`src/rtl/bpm_band_fusion_if.sv`:
```
// Band BPM/weight inputs and fused-tempo outputs of bpm_band_fusion.
// master drives the band estimates; slave is the fusion block.
interface bpm_band_fusion_if #(
  parameter int unsigned NBANDS   = 3,
  parameter int unsigned BPM_W    = 16,
  parameter int unsigned WEIGHT_W = 4
);
  logic [NBANDS*BPM_W-1:0]    bpm_in;
  logic [NBANDS-1:0]          bpm_valid_in;
  logic [NBANDS*WEIGHT_W-1:0] band_weight;
  logic [BPM_W-1:0]           fused_bpm;
  logic                       fused_valid;
  logic                       beat_pulse;
  logic                       locked;
  logic                       busy;

  modport master (
    output bpm_in, bpm_valid_in, band_weight,
    input  fused_bpm, fused_valid, beat_pulse, locked, busy
  );

  modport slave (
    input  bpm_in, bpm_valid_in, band_weight,
    output fused_bpm, fused_valid, beat_pulse, locked, busy
  );
endinterface

```
`src/rtl/bpm_band_fusion.sv`:
```
// Weighted fusion of per-band BPM estimates, EMA smoothing and a beat-pulse generator.
// Optional octave folding of out-of-range bands: define BPM_FUSION_OCTAVE_FOLD_EN.
module bpm_band_fusion #(
  parameter int unsigned NBANDS       = 3,
  parameter int unsigned BPM_W        = 16,
  parameter int unsigned WEIGHT_W     = 4,
  parameter int unsigned CLK_HZ       = 50_000_000,
  parameter int unsigned BPM_MIN      = 60,
  parameter int unsigned BPM_MAX      = 200,
  parameter int unsigned SMOOTH_SHIFT = 2
) (
  input  logic             clk,
  input  logic             reset,
  bpm_band_fusion_if.slave bus
);
  localparam int unsigned LOG_N  = $clog2(NBANDS);
  localparam int unsigned IDX_W  = (NBANDS > 1) ? LOG_N : 1;
  localparam int unsigned NUM_W  = BPM_W + WEIGHT_W + LOG_N;
  localparam int unsigned DEN_W  = WEIGHT_W + LOG_N;
  localparam int unsigned PER_W  = 32;
  localparam int unsigned DW     = (NUM_W > PER_W) ? NUM_W : PER_W;
  localparam int unsigned DCNT_W = $clog2(DW + 1);
  localparam logic [63:0] BEAT_NUM64 = 64'(CLK_HZ) * 64'd60;
  localparam logic [PER_W-1:0] BEAT_NUM = BEAT_NUM64[PER_W-1:0];

  typedef enum logic [2:0] {IDLE, ACCUM, DIV1, SMOOTH, DIV2} state_t;
  state_t state, state_next;

  logic [BPM_W-1:0]    held     [NBANDS];
  logic [BPM_W-1:0]    snap_bpm [NBANDS];
  logic [WEIGHT_W-1:0] snap_w   [NBANDS];
  logic [NBANDS-1:0]   fresh, nz;
  logic                trig;

  logic [IDX_W-1:0]    idx;
  logic [NUM_W-1:0]    num, num_sum;
  logic [DEN_W-1:0]    den, den_sum;
  logic [BPM_W-1:0]    cur_bpm;
  logic [WEIGHT_W-1:0] cur_w, w_eff;
  logic                in_rng, band_done, last_band;

  logic [DW-1:0]       quo, rem, dvs, quo_nx, rem_nx;
  logic [DW:0]         rem_sh, rem_sub;
  logic                q_bit;
  logic [DCNT_W-1:0]   dcnt;

  logic [BPM_W-1:0]    raw, ema;
  logic signed [BPM_W:0] diff, step;
  logic                ema_loaded;

  logic [BPM_W-1:0]    fused_q;
  logic                fused_valid_q, beat_q, locked_q, busy_q;
  logic [PER_W-1:0]    per_cur, pend, bcnt, period_new;
  logic                pend_v, div2_done;

  // A band takes part in the trigger only if its weight is nonzero
  always_comb begin
    nz = '0;
    for (int k = 0; k < NBANDS; k++)
      nz[k] = |bus.band_weight[k*WEIGHT_W +: WEIGHT_W];
  end

  assign trig = (state == IDLE) && (|nz) && ((fresh & nz) == nz);

`ifdef BPM_FUSION_OCTAVE_FOLD_EN
  localparam int unsigned FCNT_W = $clog2(BPM_W + 1);
  logic [BPM_W-1:0]  fval;
  logic [FCNT_W-1:0] fcnt;
  logic              below, reject;

  // Doubling with the MSB set would overflow, so such a value cannot be folded up
  assign cur_bpm   = fval;
  assign below     = fval < BPM_W'(BPM_MIN);
  assign reject    = !in_rng && ((fval == '0) || (fcnt == FCNT_W'(BPM_W)) ||
                                 (below && fval[BPM_W-1]));
  assign band_done = in_rng || reject;
`else
  assign cur_bpm   = snap_bpm[idx];
  assign band_done = 1'b1;
`endif

  assign cur_w     = snap_w[idx];
  assign in_rng    = (cur_bpm >= BPM_W'(BPM_MIN)) && (cur_bpm <= BPM_W'(BPM_MAX));
  assign w_eff     = in_rng ? cur_w : '0;
  assign num_sum   = num + NUM_W'(w_eff) * NUM_W'(cur_bpm);
  assign den_sum   = den + DEN_W'(w_eff);
  assign last_band = (state == ACCUM) && band_done && (idx == IDX_W'(NBANDS - 1));

  // Restoring divider step: dividend bits leave the top of quo, quotient bits enter at the bottom
  assign rem_sh  = {rem, quo[DW-1]};
  assign rem_sub = rem_sh - {1'b0, dvs};
  assign q_bit   = ~rem_sub[DW];
  assign rem_nx  = q_bit ? rem_sub[DW-1:0] : rem_sh[DW-1:0];
  assign quo_nx  = {quo[DW-2:0], q_bit};

  assign div2_done  = (state == DIV2) && (dcnt == '0);
  assign period_new = quo_nx[PER_W-1:0];

  assign raw  = quo[BPM_W-1:0];
  assign diff = $signed({1'b0, raw}) - $signed({1'b0, fused_q});
  assign step = diff >>> SMOOTH_SHIFT;
  assign ema  = ema_loaded ? BPM_W'($signed({1'b0, fused_q}) + step) : raw;

  always_ff @(posedge clk or posedge reset) begin
    if (reset) state <= IDLE;
    else       state <= state_next;
  end

  always_comb begin
    state_next = state;
    unique case (state)
      IDLE:    if (trig) state_next = ACCUM;
      ACCUM:   if (last_band) state_next = (den_sum == '0) ? IDLE : DIV1;
      DIV1:    if (dcnt == '0) state_next = SMOOTH;
      SMOOTH:  state_next = DIV2;
      DIV2:    if (dcnt == '0) state_next = IDLE;
      default: state_next = IDLE;
    endcase
  end

  // Band capture runs regardless of FSM state; a same-cycle strobe keeps fresh set
  always_ff @(posedge clk or posedge reset) begin
    if (reset) begin
      for (int k = 0; k < NBANDS; k++) held[k] <= '0;
      fresh <= '0;
    end else begin
      for (int k = 0; k < NBANDS; k++)
        if (bus.bpm_valid_in[k]) held[k] <= bus.bpm_in[k*BPM_W +: BPM_W];
      fresh <= (trig ? '0 : fresh) | bus.bpm_valid_in;
    end
  end

  always_ff @(posedge clk or posedge reset) begin
    if (reset) begin
      for (int k = 0; k < NBANDS; k++) begin
        snap_bpm[k] <= '0;
        snap_w[k]   <= '0;
      end
      idx           <= '0;
      num           <= '0;
      den           <= '0;
      quo           <= '0;
      rem           <= '0;
      dvs           <= '0;
      dcnt          <= '0;
      fused_q       <= '0;
      fused_valid_q <= 1'b0;
      ema_loaded    <= 1'b0;
      busy_q        <= 1'b0;
`ifdef BPM_FUSION_OCTAVE_FOLD_EN
      fval          <= '0;
      fcnt          <= '0;
`endif
    end else begin
      fused_valid_q <= 1'b0;
      busy_q        <= (state_next != IDLE);
      case (state)
        IDLE: if (trig) begin
          for (int k = 0; k < NBANDS; k++) begin
            snap_bpm[k] <= held[k];
            snap_w[k]   <= bus.band_weight[k*WEIGHT_W +: WEIGHT_W];
          end
          idx <= '0;
          num <= '0;
          den <= '0;
`ifdef BPM_FUSION_OCTAVE_FOLD_EN
          fval <= held[0];
          fcnt <= '0;
`endif
        end
        ACCUM: begin
          if (band_done) begin
            num <= num_sum;
            den <= den_sum;
            idx <= idx + IDX_W'(1);
`ifdef BPM_FUSION_OCTAVE_FOLD_EN
            if (!last_band) fval <= snap_bpm[idx + IDX_W'(1)];
            fcnt <= '0;
`endif
          end
`ifdef BPM_FUSION_OCTAVE_FOLD_EN
          else begin
            fval <= below ? (fval << 1) : (fval >> 1);
            fcnt <= fcnt + FCNT_W'(1);
          end
`endif
          if (last_band) begin
            rem  <= '0;
            quo  <= DW'(num_sum) << (DW - NUM_W);
            dvs  <= DW'(den_sum);
            dcnt <= DCNT_W'(NUM_W - 1);
          end
        end
        DIV1, DIV2: begin
          rem  <= rem_nx;
          quo  <= quo_nx;
          dcnt <= dcnt - DCNT_W'(1);
        end
        SMOOTH: begin
          fused_q       <= ema;
          fused_valid_q <= 1'b1;
          ema_loaded    <= 1'b1;
          rem           <= '0;
          quo           <= DW'(BEAT_NUM) << (DW - PER_W);
          dvs           <= DW'(ema);
          dcnt          <= DCNT_W'(PER_W - 1);
        end
        default: ;
      endcase
    end
  end

  // Beat generator: a new period waits in pend until the running beat completes
  always_ff @(posedge clk or posedge reset) begin
    if (reset) begin
      per_cur  <= '0;
      pend     <= '0;
      pend_v   <= 1'b0;
      bcnt     <= '0;
      beat_q   <= 1'b0;
      locked_q <= 1'b0;
    end else begin
      beat_q <= 1'b0;
      if (locked_q) begin
        if (bcnt == per_cur - PER_W'(1)) begin
          bcnt   <= '0;
          beat_q <= 1'b1;
          if (pend_v) begin
            per_cur <= pend;
            pend_v  <= 1'b0;
          end
        end else begin
          bcnt <= bcnt + PER_W'(1);
        end
      end
      if (div2_done) begin
        if (!locked_q) begin
          per_cur  <= period_new;
          bcnt     <= '0;
          locked_q <= 1'b1;
        end else begin
          pend   <= period_new;
          pend_v <= 1'b1;
        end
      end
    end
  end

  assign bus.fused_bpm   = fused_q;
  assign bus.fused_valid = fused_valid_q;
  assign bus.beat_pulse  = beat_q;
  assign bus.locked      = locked_q;
  assign bus.busy        = busy_q;
endmodule

```
`src/flat_wrapper.sv`:
```
// flat-port wrapper written by rule: the top's interface ports become plain ports
module bpm_band_fusion_flat 
#(
  parameter int unsigned NBANDS       = 3,
  parameter int unsigned BPM_W        = 16,
  parameter int unsigned WEIGHT_W     = 4,
  parameter int unsigned CLK_HZ       = 50_000_000,
  parameter int unsigned BPM_MIN      = 60,
  parameter int unsigned BPM_MAX      = 200,
  parameter int unsigned SMOOTH_SHIFT = 2
)
  (clk, reset, bus_bpm_in, bus_bpm_valid_in, bus_band_weight, bus_fused_bpm, bus_fused_valid, bus_beat_pulse, bus_locked, bus_busy);
  bpm_band_fusion_if #(.NBANDS(NBANDS), .BPM_W(BPM_W), .WEIGHT_W(WEIGHT_W)) bus_i ();
  input  logic clk;
  input  logic reset;
  input wire logic [$bits(bus_i.bpm_in)-1:0] bus_bpm_in;
  input wire logic [$bits(bus_i.bpm_valid_in)-1:0] bus_bpm_valid_in;
  input wire logic [$bits(bus_i.band_weight)-1:0] bus_band_weight;
  output wire logic [$bits(bus_i.fused_bpm)-1:0] bus_fused_bpm;
  output wire logic [$bits(bus_i.fused_valid)-1:0] bus_fused_valid;
  output wire logic [$bits(bus_i.beat_pulse)-1:0] bus_beat_pulse;
  output wire logic [$bits(bus_i.locked)-1:0] bus_locked;
  output wire logic [$bits(bus_i.busy)-1:0] bus_busy;
  assign bus_i.bpm_in = bus_bpm_in;
  assign bus_i.bpm_valid_in = bus_bpm_valid_in;
  assign bus_i.band_weight = bus_band_weight;
  assign bus_fused_bpm = bus_i.fused_bpm;
  assign bus_fused_valid = bus_i.fused_valid;
  assign bus_beat_pulse = bus_i.beat_pulse;
  assign bus_locked = bus_i.locked;
  assign bus_busy = bus_i.busy;
  bpm_band_fusion #(.NBANDS(NBANDS), .BPM_W(BPM_W), .WEIGHT_W(WEIGHT_W), .CLK_HZ(CLK_HZ), .BPM_MIN(BPM_MIN), .BPM_MAX(BPM_MAX), .SMOOTH_SHIFT(SMOOTH_SHIFT)) u_core (.clk(clk), .reset(reset), .bus(bus_i));
endmodule
```
`config.mk`:
```
export PLATFORM = sky130hd
export DESIGN_NAME = bpm_band_fusion_flat
export DESIGN_NICKNAME = d
export VERILOG_FILES = /design/src/rtl/bpm_band_fusion_if.sv /design/src/rtl/bpm_band_fusion.sv /design/src/flat_wrapper.sv
export SDC_FILE = /design/constraint.sdc
export NUM_CORES = 1
export LEC_CHECK = 0
export ABC_AREA = 1
export BUFFER_PORTS_ARGS = -buffer_cell sky130_fd_sc_hd__buf_2
export CORE_ASPECT_RATIO = 1.5
export CORE_MARGIN = 1.5
export CORE_UTILIZATION = 25
export DETAILED_ROUTE_END_ITERATION = 6
export GPL_ROUTABILITY_DRIVEN = 0
export HOLD_SLACK_MARGIN = 0.06
export PLACE_DENSITY = 0.37
export REMOVE_ABC_BUFFERS = 1
export SYNTH_ARGS = -nofsm -noshare
export SYNTH_HDL_FRONTEND = slang
export SYNTH_SLANG_ARGS = --single-unit
```
`constraint.sdc`:
```
create_clock -name clk -period 13.6 [get_ports clk]
set_input_delay 0.68 -clock clk [delete_from_list [all_inputs] [get_ports clk]]
set_output_delay 0.68 -clock clk [all_outputs]
set_load 0.01 [all_outputs]
```
; ---- Yosys cells after proc, flatten, opt, wreduce, memory -nomap -nowiden
; Cells that the tools add are included.
[totals]
out_inout_bits = 20
ff_bits = 364
[classes]
n_eq_ne = 9
bitwise = 4
n_addsub = 9
reduce_logical = 22
multipliers = 1
order_cmp = 3
n_mux = 46
[ops]
columns = cell, count
row1 = 32-bit two-way mux, 13
row2 = 32-bit case mux with 3 select lines, 2
row3 = 32-bit case mux with 2 select lines, 1
row4 = 16-bit two-way mux, 3
row5 = 22-bit case mux with 2 select lines, 1
row6 = 33-bit by 32-bit subtractor with 33-bit output, 1
row7 = 32-bit by 1-bit adder with 32-bit output (second input constant), 1
row8 = 16-bit binary-select mux with 2-bit select, 1
row9 = 32-bit equality test, 1
row10 = 32-bit by 1-bit subtractor with 32-bit output (second input constant), 1
row11 = 22-bit by 20-bit adder with 22-bit output, 1
row12 = 22-bit two-way mux, 1
row13 = 4-bit by 16-bit multiplier with 20-bit output, 1
row14 = 6-bit case mux with 3 select lines, 1
row15 = 16-bit by 16-bit subtractor with 17-bit output, 1
row16 = 16-bit by 15-bit adder with 16-bit output, 1
row17 = 16-bit by 6-bit >= comparator with 1-bit output (second input constant), 1
row18 = 16-bit by 8-bit <= comparator with 1-bit output (second input constant), 1
row19 = 3-bit two-way mux, 5
row20 = 3-bit case mux with 5 select lines, 1
row21 = 6-bit logical NOT, 2
row22 = 4-bit two-way mux, 3
row23 = 6-bit two-way mux, 2
row24 = 6-bit case mux with 2 select lines, 1
row25 = other kinds (26), 47

; ---- Logic depth before layout (Yosys ltp)
; Gate-level depths: netlist of run 1.
[logic_depth]
word_depth = 13
depth_mapped = 34
depth_no_buf = 32

; ---- Worst setup path before layout of run 1
; Ideal clock, no wire load.
[synth_path]
path_kind = register -> register
start = reg u_core.idx[1]
end = reg u_core.num[16]
n_path_buf = 3
path_stages_with_launch = 29
arrival_ns = 5.130
setup_slack_ns = 8.338
period_less_slack_ns = 5.262
setup_time_ns = 0.132
cell_sequence = dfrtp_1 buf_2 inv_1 nor2_1 buf_2 buf_1 a21oi_1 nand4_1 nor3_1 o21a_1 nand2_1 nor2_2 inv_2 nor2_1 fa_1 fa_1 inv_1 fa_1 inv_1 ha_1 nand2_1 inv_1 a21oi_1 o21ai_0 a21oi_1 o21bai_1 or2_2 nand3_1 o21ai_0
[synth_between]
elab_chain_len = 10
word_cells_on_any_way = 14
[synth_rtl]
columns = item, line_no
row1 = start: declaration, bpm_band_fusion.sv:35  ; logic [IDX_W-1:0] idx;
row2 = start signal: assignment, bpm_band_fusion.sv:175  ; idx <= idx + IDX_W'(1);
row3 = 2-bit NOT with 3-bit output (not written as such) *, "bpm_band_fusion.sv:78, bpm_band_fusion.sv:82"
row4 = 16-bit binary-select mux with 2-bit select, bpm_band_fusion.sv:78  ; assign cur_bpm = snap_bpm[idx];
row5 = 16-bit two-way mux (not written as such) (2 in series), bpm_band_fusion.sv:78
row6 = 16-bit by 6-bit >= comparator with 1-bit output / 16-bit by 8-bit <= comparator with 1-bit output (equally long branches), bpm_band_fusion.sv:83  ; assign in_rng = (cur_bpm >= BPM_W'(BPM_MIN)) && (cur_bpm <= BPM_W'(BPM_MAX));
row7 = 1-bit logical AND, bpm_band_fusion.sv:83
row8 = 4-bit two-way mux, bpm_band_fusion.sv:84  ; assign w_eff = in_rng ? cur_w : '0;
row9 = 4-bit by 16-bit multiplier with 20-bit output *, bpm_band_fusion.sv:85  ; assign num_sum = num + NUM_W'(w_eff) * NUM_W'(cur_bpm);
row10 = 22-bit by 20-bit adder with 22-bit output *, bpm_band_fusion.sv:85
row11 = 22-bit case mux with 2 select lines *, bpm_band_fusion.sv:157  ; case (state)
row12 = end signal: assignment, bpm_band_fusion.sv:173  ; num <= num_sum;
row13 = end: declaration, bpm_band_fusion.sv:36  ; logic [NUM_W-1:0] num, num_sum;
; Mark *: on every way between the ends. The rest lies on a longest branch, timed or not. The select of a mux whose other input is x is not followed.
; A chain may end at the register's enable or synchronous reset.

; ---- Worst setup path in the final report of run 1
[layout_path]
start = reg u_core.idx[0]
end = reg u_core.num[18]
; The elaborated chain is that of the path after synthesis.

==> results by group, run 1 <==
Global routing
  – Global-route wire length before repair: 116000 µm
  – Largest net degree at the start of global routing: 97
  – Initial antenna violation count: 0
  – Global-route total usage across every layer: 0.163
  – GR Overflow Total: 0
  – Vias in the first global route: 20300

Final layout
  – Register area: 8710 µm²
  – Post-layout util: 0.288
  – Antenna diodes: 0
  – Layout area overhead: 14.4%
  – Footprint of the multi-input gates: 11500 µm²
  – Layout cells sized above 1: 0.0816
  – # fillers: 9685
  – Final net count: 3257

Job
  – Maxcap violations: 0

Hold path
  – Min-Delay Path Class: primary input to async pin

Synth
  – Count of state elements after synthesis: 348
  – Async S/R FF share, synth: 1.00
  – Warnings, synthesis: 0
  – Seq/Total Area, Yosys: 0.390
  – Post-synth EDFFs: 0
  – Post-synth top flop: dfrtp_1
  – Synth Instances: 2974
  – Netlist Area Pre-Place: 22300 µm²
  – Distinct cells, synth: 57
  – Syn avg cell area: 7.51 µm²

Critical path
  – CP startpoint: u_core.idx[0]
  – R2R depth: 28
  – Nature of the critical path startpoint: flip-flop
  – Nature of the critical path endpoint: flip-flop
  – CP top delay family: adder cells
  – Crit-path slowest cell: dfrtp_1
  – Slowest Stage Delay on Critical Path: 790 ps
  – Crit path max fanout: 24
  – R2r endpoint: u_core.num[18]
  – Flop2flop setup slack: 6970 ps
  – Critical R2R Launch: u_core.idx[0]
  – Most used cell along the critical path: nand2_1
  – Critical Path AT: 7060 ps
  – CP Data Required Time: 14020 ps
  – Setup CP Type: flip-flop to flip-flop
  – WP buf/inv: 6

Die
  – DIE AREA: 91200 µm²
  – Area of the core: 88700 µm²
  – Die extent in y: 369 µm
  – Initial Utilization: 0.252
  – I/O pin cnt: 85
  – Die width: 247 µm
  – Std cell rows: 134

Routing
  – Per-cell routed wire length: 17.1 µm
  – Drc violations: 0
  – Post-Route WL: 72800 µm
  – Vias: 19200
  – First-pass iteration count of the detailed router: 5
  – Routed Antenna Nets: 0
  – Vias per cell: 4.52
  – Initial DRC count: 957

Clock network
  – # clock sinks: 348
  – Clk pin slew, worst setup/hold paths: 60 ps
  – Post-CTS resize count: 0
  – Postcts setup bufs: 0
  – CTS H-tree lvls: 2
  – Hold_buf cts: 0
  – Total CTS buffers: 44
  – CTS tree: yes
  – Worst-case clock buffer depth: 3
  – Worst-Skew Late Latency: 600 ps
  – CTS Root Cell: clkbuf_16

Power and ir drop
  – Power, Total: 6.48 mW
  – Pwr dens: 254 nW/µm²
  – Leakage: 13.1 nW
  – Max VDD drop: 0.000134 V

STA
  – Final setup margin: 6970 ps
  – Rel. slew slack: 0.184
  – Max Freq: 0.151 GHz
  – Setup TNS: 0 ps
  – Clock Skews: 28.1 ps
  – RSZ-0062 raised after global routing: false
  – Final Cycle Share: 0.488
  – Fin. Hold Viols: 0
  – Fin crit period: 6630 ps
  – Fin. max-slew vios: 0
  – Slew at the pin closest to its max-slew limit: 1220 ps
  – Final setup violating endpoints: 0

Placed design
  – Dpl ws: 6580 ps
  – Buffers on Ports: 84
  – Dpl hpwl: 55600 µm

Run status
  – Outcome: finished clean
[report_power, final]
part	total, mW	internal, mW	switching, mW
registers	1.56	1.31	0.257
clock network	1.21	0.723	0.490
logic	3.71	1.25	2.46
total	6.48	3.28	3.21
[cells in the mapped netlist (4+ instances only)]
cell,count,area [µm²]
buf_1,7,26.3
nand2_1,698,2620
inv_2,7,26.3
o211ai_1,24,180
a31oi_1,4,25.0
xnor2_1,36,315
nor4_1,11,68.8
nor2_1,260,976
o221ai_1,14,123
o21ai_1,24,120
nand3_1,132,661
fa_1,48,961
buf_2,7,35.0
a22oi_1,6,45.0
nor2_2,20,125
ha_1,85,1060
xor2_1,58,508
a2bb2oi_1,7,61.3
o21ai_0,272,1360
inv_1,482,1810
nor2_4,7,78.8
o21bai_1,9,67.6
o22ai_1,27,169
or2_2,24,150
nor3_1,30,150
nand4_1,75,469
a32oi_1,11,96.3
clkbuf_1,72,270
a21oi_1,97,485
o31ai_1,5,37.5
buf_6,4,45.0
dfrtp_1,348,8710
nand3b_1,11,82.6
nand2_2,6,37.5
[sequential cells by signal, summed over array words and instances (netlist names), 16 cells and up, named ones only]
register              count
u_core.held              48
u_core.snap_bpm          48
u_core.bcnt              32
u_core.pend              32
u_core.per_cur           32
u_core.quo               32
u_core.rem               32
u_core.num               22
u_core.bus.fused_bpm     16
u_core.dvs               16
[placed cells by master, fill, tap and decap left out, types with 7 or more instances in the layout]
| cell | synthesis | final |
|---|---|---|
| o211ai_1 | 24 | 24 |
| a21oi_1 | 97 | 97 |
| clkbuf_16 | 0 | 44 |
| o21ai_0 | 272 | 272 |
| buf_2 | 7 | 84 |
| nand2_1 | 698 | 697 |
| o22ai_1 | 27 | 27 |
| or2_2 | 24 | 24 |
| nor2_4 | 7 | 8 |
| nor3_1 | 30 | 29 |
| clkbuf_1 | 72 | 8 |
| nand3_1 | 132 | 132 |
| nand3b_1 | 11 | 11 |
| nor2_1 | 260 | 256 |
| conb_1 | 2 | 32 |
| inv_2 | 7 | 7 |
| o21ai_1 | 24 | 24 |
| buf_4 | 3 | 18 |
| o21bai_1 | 9 | 9 |
| a2bb2oi_1 | 7 | 7 |
| nand4_1 | 75 | 75 |
| xor2_1 | 58 | 58 |
| clkinv_2 | 0 | 7 |
| o221ai_1 | 14 | 14 |
| inv_1 | 482 | 481 |
| dfrtp_1 | 348 | 348 |
| fa_1 | 48 | 48 |
| nor2_2 | 20 | 23 |
| ha_1 | 85 | 85 |
| xnor2_1 | 36 | 36 |
| a32oi_1 | 11 | 11 |
| nor4_1 | 11 | 11 |
[worst register-to-register path: cells and delay by family, from the launching register on]
| family | cells | cell delay, ps |
|---|---|---|
| buffers and inverters | 6 | 690 |
| DFF | 1 | 790 |
| AOI/OAI and AO/OA | 6 | 1510 |
| adders and majority gates | 4 | 1850 |
| and+or+nand+nor | 12 | 1620 |
[stage by stage]
step                      hold WS [ps]  instances  area (µm²)
after floorplan                    443       2911       22100
after global placement             455       4169       24100
after detailed placement           459       4169       24100
after CTS                          232       4246       25600
after global routing               272       4246       25600
final                              227       4246       25600
[layer usage]
metal | vias up | wire (µm) | global-route usage
met4 | 0 | 2920 | 0.0645
met3 | 128 | 1990 | 0.0215
met2 | 289 | 38100 | 0.306
met5 | - | 0 | 0
met1 | 9071 | 29800 | 0.183
li1 | 9712 | - | -
[logic make-up (layout without fill, tap and decap cells)]
family / count (synthesis) / after routing / synth area share
other: 2 / 32 / 0.000336
buffers and inverters: 585 / 671 / 0.101
flip-flops: 348 / 348 / 0.390
adder cells (fa/ha/maj): 133 / 133 / 0.0906
AO/OA/AOI/OAI: 521 / 521 / 0.132
XOR/XNOR: 97 / 97 / 0.0390
AND/OR/NAND/NOR: 1288 / 1288 / 0.248
[cell type report]
class,count,share of cell area
Multi-Input combinational cell,2071,0.451
Timing Repair Buffer,102,0.0217
Sequential cell,348,0.341
Clock inverter,19,0.00979
Clock buffer,58,0.0475
Tap cell,1156,0.0566
Inverter,492,0.0726
[how the worst max path moves through the flow]
stage / depth (start not counted) / slack (ps) / endpoint
global placement: 28 / 6730 / u_core.num[18]
finish: 28 / 6970 / u_core.num[18]
global route: 28 / 6410 / u_core.num[18]
floorplan: 1 / 3270 / async pin
detailed placement: 28 / 6580 / u_core.num[18]
CTS: 28 / 6560 / u_core.num[18]
Power figures use the tool's default switching activity.
==> run 2: changes to the inputs <==
--- a/config.mk
+++ b/config.mk
@@ -5,7 +5,7 @@
 export SDC_FILE = /design/constraint.sdc
 export NUM_CORES = 1
 export LEC_CHECK = 0
-export ABC_AREA = 1
+export ABC_AREA = 0
 export BUFFER_PORTS_ARGS = -buffer_cell sky130_fd_sc_hd__buf_2
 export CORE_ASPECT_RATIO = 1.5
 export CORE_MARGIN = 1.5
@@ -13,7 +13,7 @@
 export DETAILED_ROUTE_END_ITERATION = 6
 export GPL_ROUTABILITY_DRIVEN = 0
 export HOLD_SLACK_MARGIN = 0.06
-export PLACE_DENSITY = 0.37
+export PLACE_DENSITY = 0.38
 export REMOVE_ABC_BUFFERS = 1
 export SYNTH_ARGS = -nofsm -noshare
 export SYNTH_HDL_FRONTEND = slang
==> constraint.sdc (replaced) <==
create_clock -name clk -period 5.3 [get_ports clk]
set_input_delay 0.265 -clock clk [delete_from_list [all_inputs] [get_ports clk]]
set_output_delay 0.265 -clock clk [all_outputs]
set_load 0.01 [all_outputs]
==> run 2 against run 1 <==
The flow now finishes with violations (negative setup slack). Die area shrank 5.9%. Sequential power grew 120%. Wire length shrank 18%. Synthesized area shrank 6.0%. Register-to-register slack lost 7500 ps. Power grew 94%. Core utilization grew 2.4 points. Count of clock-buffer cells in the layout shrank 3. Final area grew 1.9%. Synthesized cell count shrank 28%. Clock power grew to 2.5 times the previous value.
==> results by group, run 2 <==
Synth
  – Netlist Area Pre-Place: 21000 µm² (-6.0%)
  – Post-synth top cells: dfrtp_1 (348), inv_1 (189), nand2_1 (176), nor2_1 (166), mux2_2 (142)
  – Count leader, synth: dfrtp_1
  – Top-area cell type share of the netlist area: 0.415 (+0.0248)
  – Post-synth top flop: dfrtp_1
  – Top cells by area, synth: dfrtp_1 (41%), mux2_2 (7.6%), ha_1 (5.1%), fa_1 (4.6%), inv_1 (3.4%)
  – Async S/R FF share, synth: 1.00 (unchanged)
  – Count of state elements after synthesis: 348 (unchanged)
  – Cell taking the most area after synthesis: dfrtp_1
  – Post-synth EDFFs: 0 (unchanged)
  – Syn avg cell area: 9.82 µm² (+31%)
  – Warnings, synthesis: 0 (unchanged)
  – Synth Instances: 2139 (-28%)
  – Seq/Total Area, Yosys: 0.415 (+0.0248)
  – Distinct cells, synth: 91 (+60%)

Critical path
  – Crit path max fanout: 8 (-67%)
  – Critical Path AT: 6290 ps (-770 ps)
  – Nature of the critical path startpoint: flip-flop
  – CP Data Required Time: 5800 ps (-8220 ps)
  – Nature of the critical path endpoint: flip-flop
  – WP buf/inv: 6 (unchanged)
  – CP top delay family: adder cells
  – Crit-path slowest cell: or4_1
  – Setup CP Type: flip-flop to flip-flop
  – Most used cell along the critical path: fa_1
  – Slowest Stage Delay on Critical Path: 530 ps (-260 ps)

Final layout
  – Antenna diodes: 0 (unchanged)
  – Layout area overhead: 24.0%
  – Largest registers: u_core.held: 48 flops, u_core.snap_bpm: 48 flops
  – Layout cells sized above 1: 0.217 (+0.136)
  – Post-layout util: 0.312 (+0.0241)
  – Most frequent cells in the layout: dfrtp_1 (348), inv_1 (185), nand2_1 (172), nor2_1 (149), mux2_2 (141)
  – Final net count: 2573 (-21%)
  – Commonest non-fill, non-tap cell in the layout: dfrtp_1

STA
  – Max Freq: 0.173 GHz (+15%)
  – Final setup violating endpoints: 23 (+23)
  – Hold_ws: 182 ps (-45.0 ps)
  – Final Cycle Share: 1.09 (+0.605)
  – Fin. Hold Viols: 0 (unchanged)
  – Fin crit period: 5790 ps (-843 ps)
  – Final setup margin: -491 ps (-7460 ps)
  – Fin. max-slew vios: 0 (unchanged)
  – Slew at the pin closest to its max-slew limit: 1180 ps (-46.5 ps)
  – Clock Skews: 32.1 ps (+4.01 ps)
  – Rel. slew slack: 0.215 (+0.0310)
  – RSZ-0062 raised after global routing: true

Global routing
  – Global-route total usage across every layer: 0.142 (-0.0205)
  – GR Overflow Total: 0 (unchanged)
  – Global-route wire length before repair: 96500 µm (-17%)
  – Vias in the first global route: 17200 (-16%)
  – Largest net degree at the start of global routing: 135 (+39%)
  – Initial antenna violation count: 0 (unchanged)

Clock network
  – Worst-case clock buffer depth: 3 (unchanged)
  – CTS tree: yes
  – CTS Root Cell: clkbuf_16
  – Worst-Skew Late Latency: 580 ps (-20 ps)
  – CTS H-tree lvls: 2 (unchanged)
  – Clk pin slew, worst setup/hold paths: 60 ps (about the same)
  – Total CTS buffers: 41 (-6.8%)
  – # clock sinks: 348 (unchanged)

Hold path
  – Min-Delay Path Class: primary input to flip-flop

Die
  – Die width: 240 µm (-3.0%)
  – DIE AREA: 85800 µm² (-5.9%)
  – Std cell rows: 130 (-3.0%)
  – Area of the core: 83400 µm² (-5.9%)
  – Initial Utilization: 0.252 (about the same)
  – I/O pin cnt: 85 (unchanged)
  – Die extent in y: 358 µm (-3.0%)

Routing
  – Per-cell routed wire length: 17.0 µm (-0.90%)
  – Vias: 16400 (-15%)
  – Routed Antenna Nets: 0 (unchanged)
  – First-pass iteration count of the detailed router: 5 (unchanged)
  – Vias per cell: 4.65 (+2.8%)
  – Post-Route WL: 59900 µm (-18%)
  – Initial DRC count: 697 (-27%)
  – Drc violations: 0 (unchanged)

Power and ir drop
  – Max VDD drop: 0.000395 V (+190%)
  – Pwr dens: 482 nW/µm² (+90%)
  – Leakage: 12.1 nW (-7.6%)

Run status
  – Failing checks: negative setup slack
  – Outcome: complete, but fails checks

Placed design
  – Dpl hpwl: 43700 µm (-21%)
  – Buffers on Ports: 84 (unchanged)

Job
  – Maxcap violations: 0 (unchanged)
-- run 2: layout make-up --
cell class	instances	area, µm²
Clock buffer	55	1160
Clock inverter	19	264
Tap cell	1122	1400
Fill cell	8646	57400
Timing Repair Buffer	260	1980
Multi-Input combinational cell	1533	11800
Inverter	191	727
Sequential cell	348	8710
-- run 2: path summary, 6_finish.rpt --
| path | startpoint | cells after the start | end | slack (ps) |
|---|---|---|---|---|
| setup / recovery | u_core.idx[1] | 26 | u_core.num[20] | -490 |
| hold / removal | bus_bpm_valid_in[0] | 2 | u_core.fresh[0] | 180 |
| setup reg to reg | u_core.idx[1] | 26 | u_core.num[20] | -490 |
| max in group asynchronous | reset | 4 | u_core.bus.fused_bpm[4] | 3610 |
| hold reg to reg | u_core.fresh[0] | 1 | u_core.fresh[0] | 470 |
| min in group asynchronous | reset | 3 | u_core.dvs[13] | 380 |
-- run 2: cells by family after synthesis --
group / after synthesis / synth area share
mux: 171 / 0.0899
simple gates: 636 / 0.148
fa+ha+maj: 133 / 0.0964
buf+inv: 288 / 0.0544
compound gates: 427 / 0.140
xor+xnor: 134 / 0.0565
flops: 348 / 0.415
other cells: 2 / 0.000357
-- run 2: layer usage --
layer / part of all wire / vias to the layer above / track usage
met5: 0 / - / 0
met3: 0.028 / 95 / 0.0201
met1: 0.42 / 8115 / 0.164
li1: - / 7933 / -
met2: 0.52 / 256 / 0.265
met4: 0.032 / 0 / 0.0505
-- run 2: power by group --
| group | switching (mW) | internal [mW] | total (mW) |
|---|---|---|---|
| sequential | 0.458 | 3.04 | 3.50 |
| combinational | 3.22 | 2.79 | 6.01 |
| clock | 1.22 | 1.83 | 3.05 |
| total | 4.90 | 7.66 | 12.6 |
-- run 2: per-stage QoR --
stage / instances / cell area, µm² / setup WS, ps / setup TNS (ps) / power, mW
floorplan: 2072 / 20700 / -4620 / -1763900 / 7.53
detailed placement: 3377 / 23300 / -992 / -16370 / 9.10
global placement: 3377 / 23300 / -1020 / -16650 / 9.04
finish: 3528 / 26100 / -491 / -7620 / 12.6
global route: 3528 / 26100 / -747 / -14490 / 13.6
CTS: 3522 / 25700 / -627 / -7540 / 12.6
-- run 2: repair_timing --
action                                 CTS  global route
pin swaps                               47            45
hold buffers                            61             0
setup endpoints to repair               28            33
gates resized for setup                 79            55
endpoints found under the hold margin  190             0
setup buffers                           17            12
==> run 3: changes to the inputs <==
--- a/config.mk
+++ b/config.mk
@@ -12,8 +12,8 @@
 export CORE_UTILIZATION = 25
 export DETAILED_ROUTE_END_ITERATION = 6
 export GPL_ROUTABILITY_DRIVEN = 0
+export GPL_TIMING_DRIVEN = 0
 export HOLD_SLACK_MARGIN = 0.06
-export PLACE_DENSITY = 0.38
 export REMOVE_ABC_BUFFERS = 1
 export SYNTH_ARGS = -nofsm -noshare
 export SYNTH_HDL_FRONTEND = slang
==> run 3 against run 2 <==
Count of clock-buffer cells in the layout decreased by 7. Combinational power decreased by 4.0%. Worst setup slack got worse by 360 ps. Sequential power decreased by 1%. Power decreased by 4.4%. Sequential share of layout area increased by 0.87 points. Wire length decreased by 11%. The flow still finishes with violations (negative setup slack). Largest power group unchanged. Die area unchanged. Final area decreased by 2.5%. Non-clock buffer count decreased by 72. Clock power decreased by 9.2%. Flip-flop and latch count unchanged.
==> results by group, run 3 (synthesis gave the netlist of run 2 again) <==
Placed design
  – Dpl hpwl: 38100 µm (-13%)
  – Placed insts: 3291 (-2.5%)
  – DP Area: 22800 µm² (-2.4%)
  – Buffers on Ports: 84 (unchanged)

STA
  – Hold_ws: 236 ps (+54.1 ps)
  – Final Cycle Share: 1.16 (+0.0679)
  – RSZ-0062 raised after global routing: true
  – Rel. slew slack: 0.0931 (-0.122)
  – Fin. max-slew vios: 0 (unchanged)
  – Setup TNS: -14040 ps (-6420 ps)
  – Fin. Hold Viols: 0 (unchanged)
  – Clock Skews: 27.5 ps (-4.57 ps)
  – Fin crit period: 6150 ps (+360 ps)
  – Slew at the pin closest to its max-slew limit: 1360 ps (+182 ps)
  – Final setup margin: -851 ps (-360 ps)
  – Final setup violating endpoints: 25 (+8.7%)
  – Max Freq: 0.163 GHz (-5.9%)

Clock network
  – # clock sinks: 348 (unchanged)
  – CTS tree: yes
  – CTS H-tree lvls: 2 (unchanged)
  – Clk pin slew, worst setup/hold paths: 70 ps (about the same)
  – CTS Root Cell: clkbuf_16
  – Total CTS buffers: 36 (-12%)
  – Worst-case clock buffer depth: 3 (unchanged)
  – Worst-Skew Late Latency: 560 ps (-20 ps)

Hold path
  – Hold path depth: 2 (unchanged)
  – Min-Delay Path Class: primary input to flip-flop
  – Hold Path Sink: u_core.fresh[0]
  – Min-Delay Startpoint: bus_bpm_valid_in[0]

Routing
  – Initial DRC count: 701 (+0.57%)
  – Post-Route WL: 53300 µm (-11%)
  – Vias: 16000 (-2.2%)
  – Drc violations: 0 (unchanged)
  – First-pass iteration count of the detailed router: 5 (unchanged)
  – Vias per cell: 4.65 (+0.11%)
  – Per-cell routed wire length: 15.4 µm (-9.0%)
  – Routed Antenna Nets: 0 (unchanged)

Run status
  – Failing checks: negative setup slack
  – Outcome: complete, but fails checks

Final layout
  – Finished Cell Area: 25400 µm² (-2.5%)
  – Final cell count without fillers: 3448 (-2.3%)
  – # fillers: 8572 (-0.86%)
  – Largest registers: u_core.held: 48 flops, u_core.snap_bpm: 48 flops
  – Final net count: 2497 (-3.0%)
  – Post-layout util: 0.304 (-0.00775)
  – Layout area overhead: 20.9%
  – Layout cells sized above 1: 0.192 (-0.0256)
  – Most frequent cells in the layout: dfrtp_1 (346), inv_1 (187), nand2_1 (170), nor2_1 (158), mux2_2 (141)
  – Footprint of the multi-input gates: 11800 µm² (-0.20%)
  – Antenna diodes: 0 (unchanged)
  – Commonest non-fill, non-tap cell in the layout: dfrtp_1
  – Register area: 8710 µm² (about the same)

Global routing
  – Vias in the first global route: 16500 (-3.8%)
  – Initial antenna violation count: 0 (unchanged)
  – GR Overflow Total: 0 (unchanged)
  – Global-route total usage across every layer: 0.126 (-0.0165)
  – Largest net degree at the start of global routing: 103 (-24%)
  – Global-route wire length before repair: 87600 µm (-9.2%)

Die
  – Die extent in y: 358 µm (unchanged)
  – Area of the core: 83400 µm² (unchanged)
  – DIE AREA: 85800 µm² (unchanged)
  – Initial Utilization: 0.252 (unchanged)
  – I/O pin cnt: 85 (unchanged)
  – Die width: 240 µm (unchanged)
  – Std cell rows: 130 (unchanged)

Critical path
  – Nature of the critical path endpoint: flip-flop
  – Nature of the critical path startpoint: flip-flop
  – Critical Path AT: 6640 ps (+350 ps)
  – R2r endpoint: u_core.num[20]
  – Flop2flop setup slack: -850 ps (-360 ps)
  – CP Data Required Time: 5790 ps (about the same)
  – Crit path max fanout: 9 (+1)
  – R2R depth: 23 (-12%)
  – Critical R2R Launch: u_core.idx[1]
  – Setup CP Type: flip-flop to flip-flop

Power and ir drop
  – Internal power: 7.33 mW (-4.2%)
  – Combinational share of power: 0.481 (+0.002)
  – Sequential Power Share: 0.288 (+0.010)
  – Leakage: 11.7 nW (-3.2%)
  – Clock network power share: 0.231 (-0.012)
  – Pwr dens: 472 nW/µm² (-2.0%)
  – NetSw: 4.67 mW (-4.8%)
  – Fraction of power spent switching nets: 0.389 (-0.00137)
  – Max VDD drop: 0.000325 V (-18%)

Job
  – Maxcap violations: 0 (unchanged)
[run 3: cell count changes in the layout (fill, tap and decap cells not counted), sizes merged]
cell and change:
buf -72, clkbuf -7, inv +4, clkinv -3, clkinvlp -2, bufinv -1, nand2 +1
[run 3: cell type report]
type,count,area share
multi-input cells,1534,0.464
flip-flops and latches,348,0.343
clock inverters,17,0.00906
well taps,1122,0.0553
repair buffers,188,0.0592
inverters,191,0.0286
clock buffers,48,0.0408
[run 3: worst max-delay path by stage]
stage	to	startpoint	cells past startpoint
2_1_floorplan	async pin	reset	1
3_3_place_gp	u_core.bcnt[25]	reset	2
6_report	u_core.num[20]	u_core.idx[1]	23
4_1_cts	u_core.num[20]	u_core.idx[1]	23
3_5_place_dp	u_core.num[20]	u_core.idx[1]	20
5_1_grt	u_core.num[20]	u_core.idx[1]	23
[run 3: worst max-delay path, stage by stage, from the launching register on]
cell and delay (ps):
dfrtp_4 570, buf_6 160, mux2i_1 110, nor2_1 120
a21oi_2 70, or4_4 550, a311oi_4 270, buf_6 220
nand2_8 100, or2_4 280, fa_1 510, fa_1 440
fa_1 520, inv_2 50, ha_4 230, o21ai_4 160
o21ai_2 80, a31oi_2 230, o31a_1 260, o21ai_2 80
o31a_1 290, o41ai_4 350, mux2_4 340, nand3_2 50
[run 3: routing by layer]
layer	track usage	vias up	part of all wire
li1	-	7784	-
met4	0.0553	0	0.040
met3	0.0133	86	0.025
met5	0	-	0
met1	0.145	7934	0.41
met2	0.232	241	0.52
[run 3: repair_timing]
action                                  4_1_cts  5_1_grt
setup buffers                                33        6
gates resized for setup                      88       28
endpoints found under the setup margin       42       37
cloned                                        1        0
hold buffers                                 61        0
hold endpoints to repair                    114        0
pin swaps                                    44       25
[run 3: through the flow]
stage	power (mW)	setup slack [ps]
after floorplan	7.53	-4620
after global placement	8.65	-9130
after detailed placement	8.72	-3240
after CTS	12.0	-1030
after global routing	13.0	-1060
final	12.0	-851
[run 3: power groups by stage]
stage | logic (mW) | clock network (mW) | registers [mW]
after floorplan | 4.15 | 0 | 3.37
after global placement | 5.14 | 0 | 3.51
after detailed placement | 5.21 | 0 | 3.51
after CTS | 5.65 | 2.85 | 3.47
after global routing | 6.48 | 2.95 | 3.52
final | 5.77 | 2.77 | 3.46
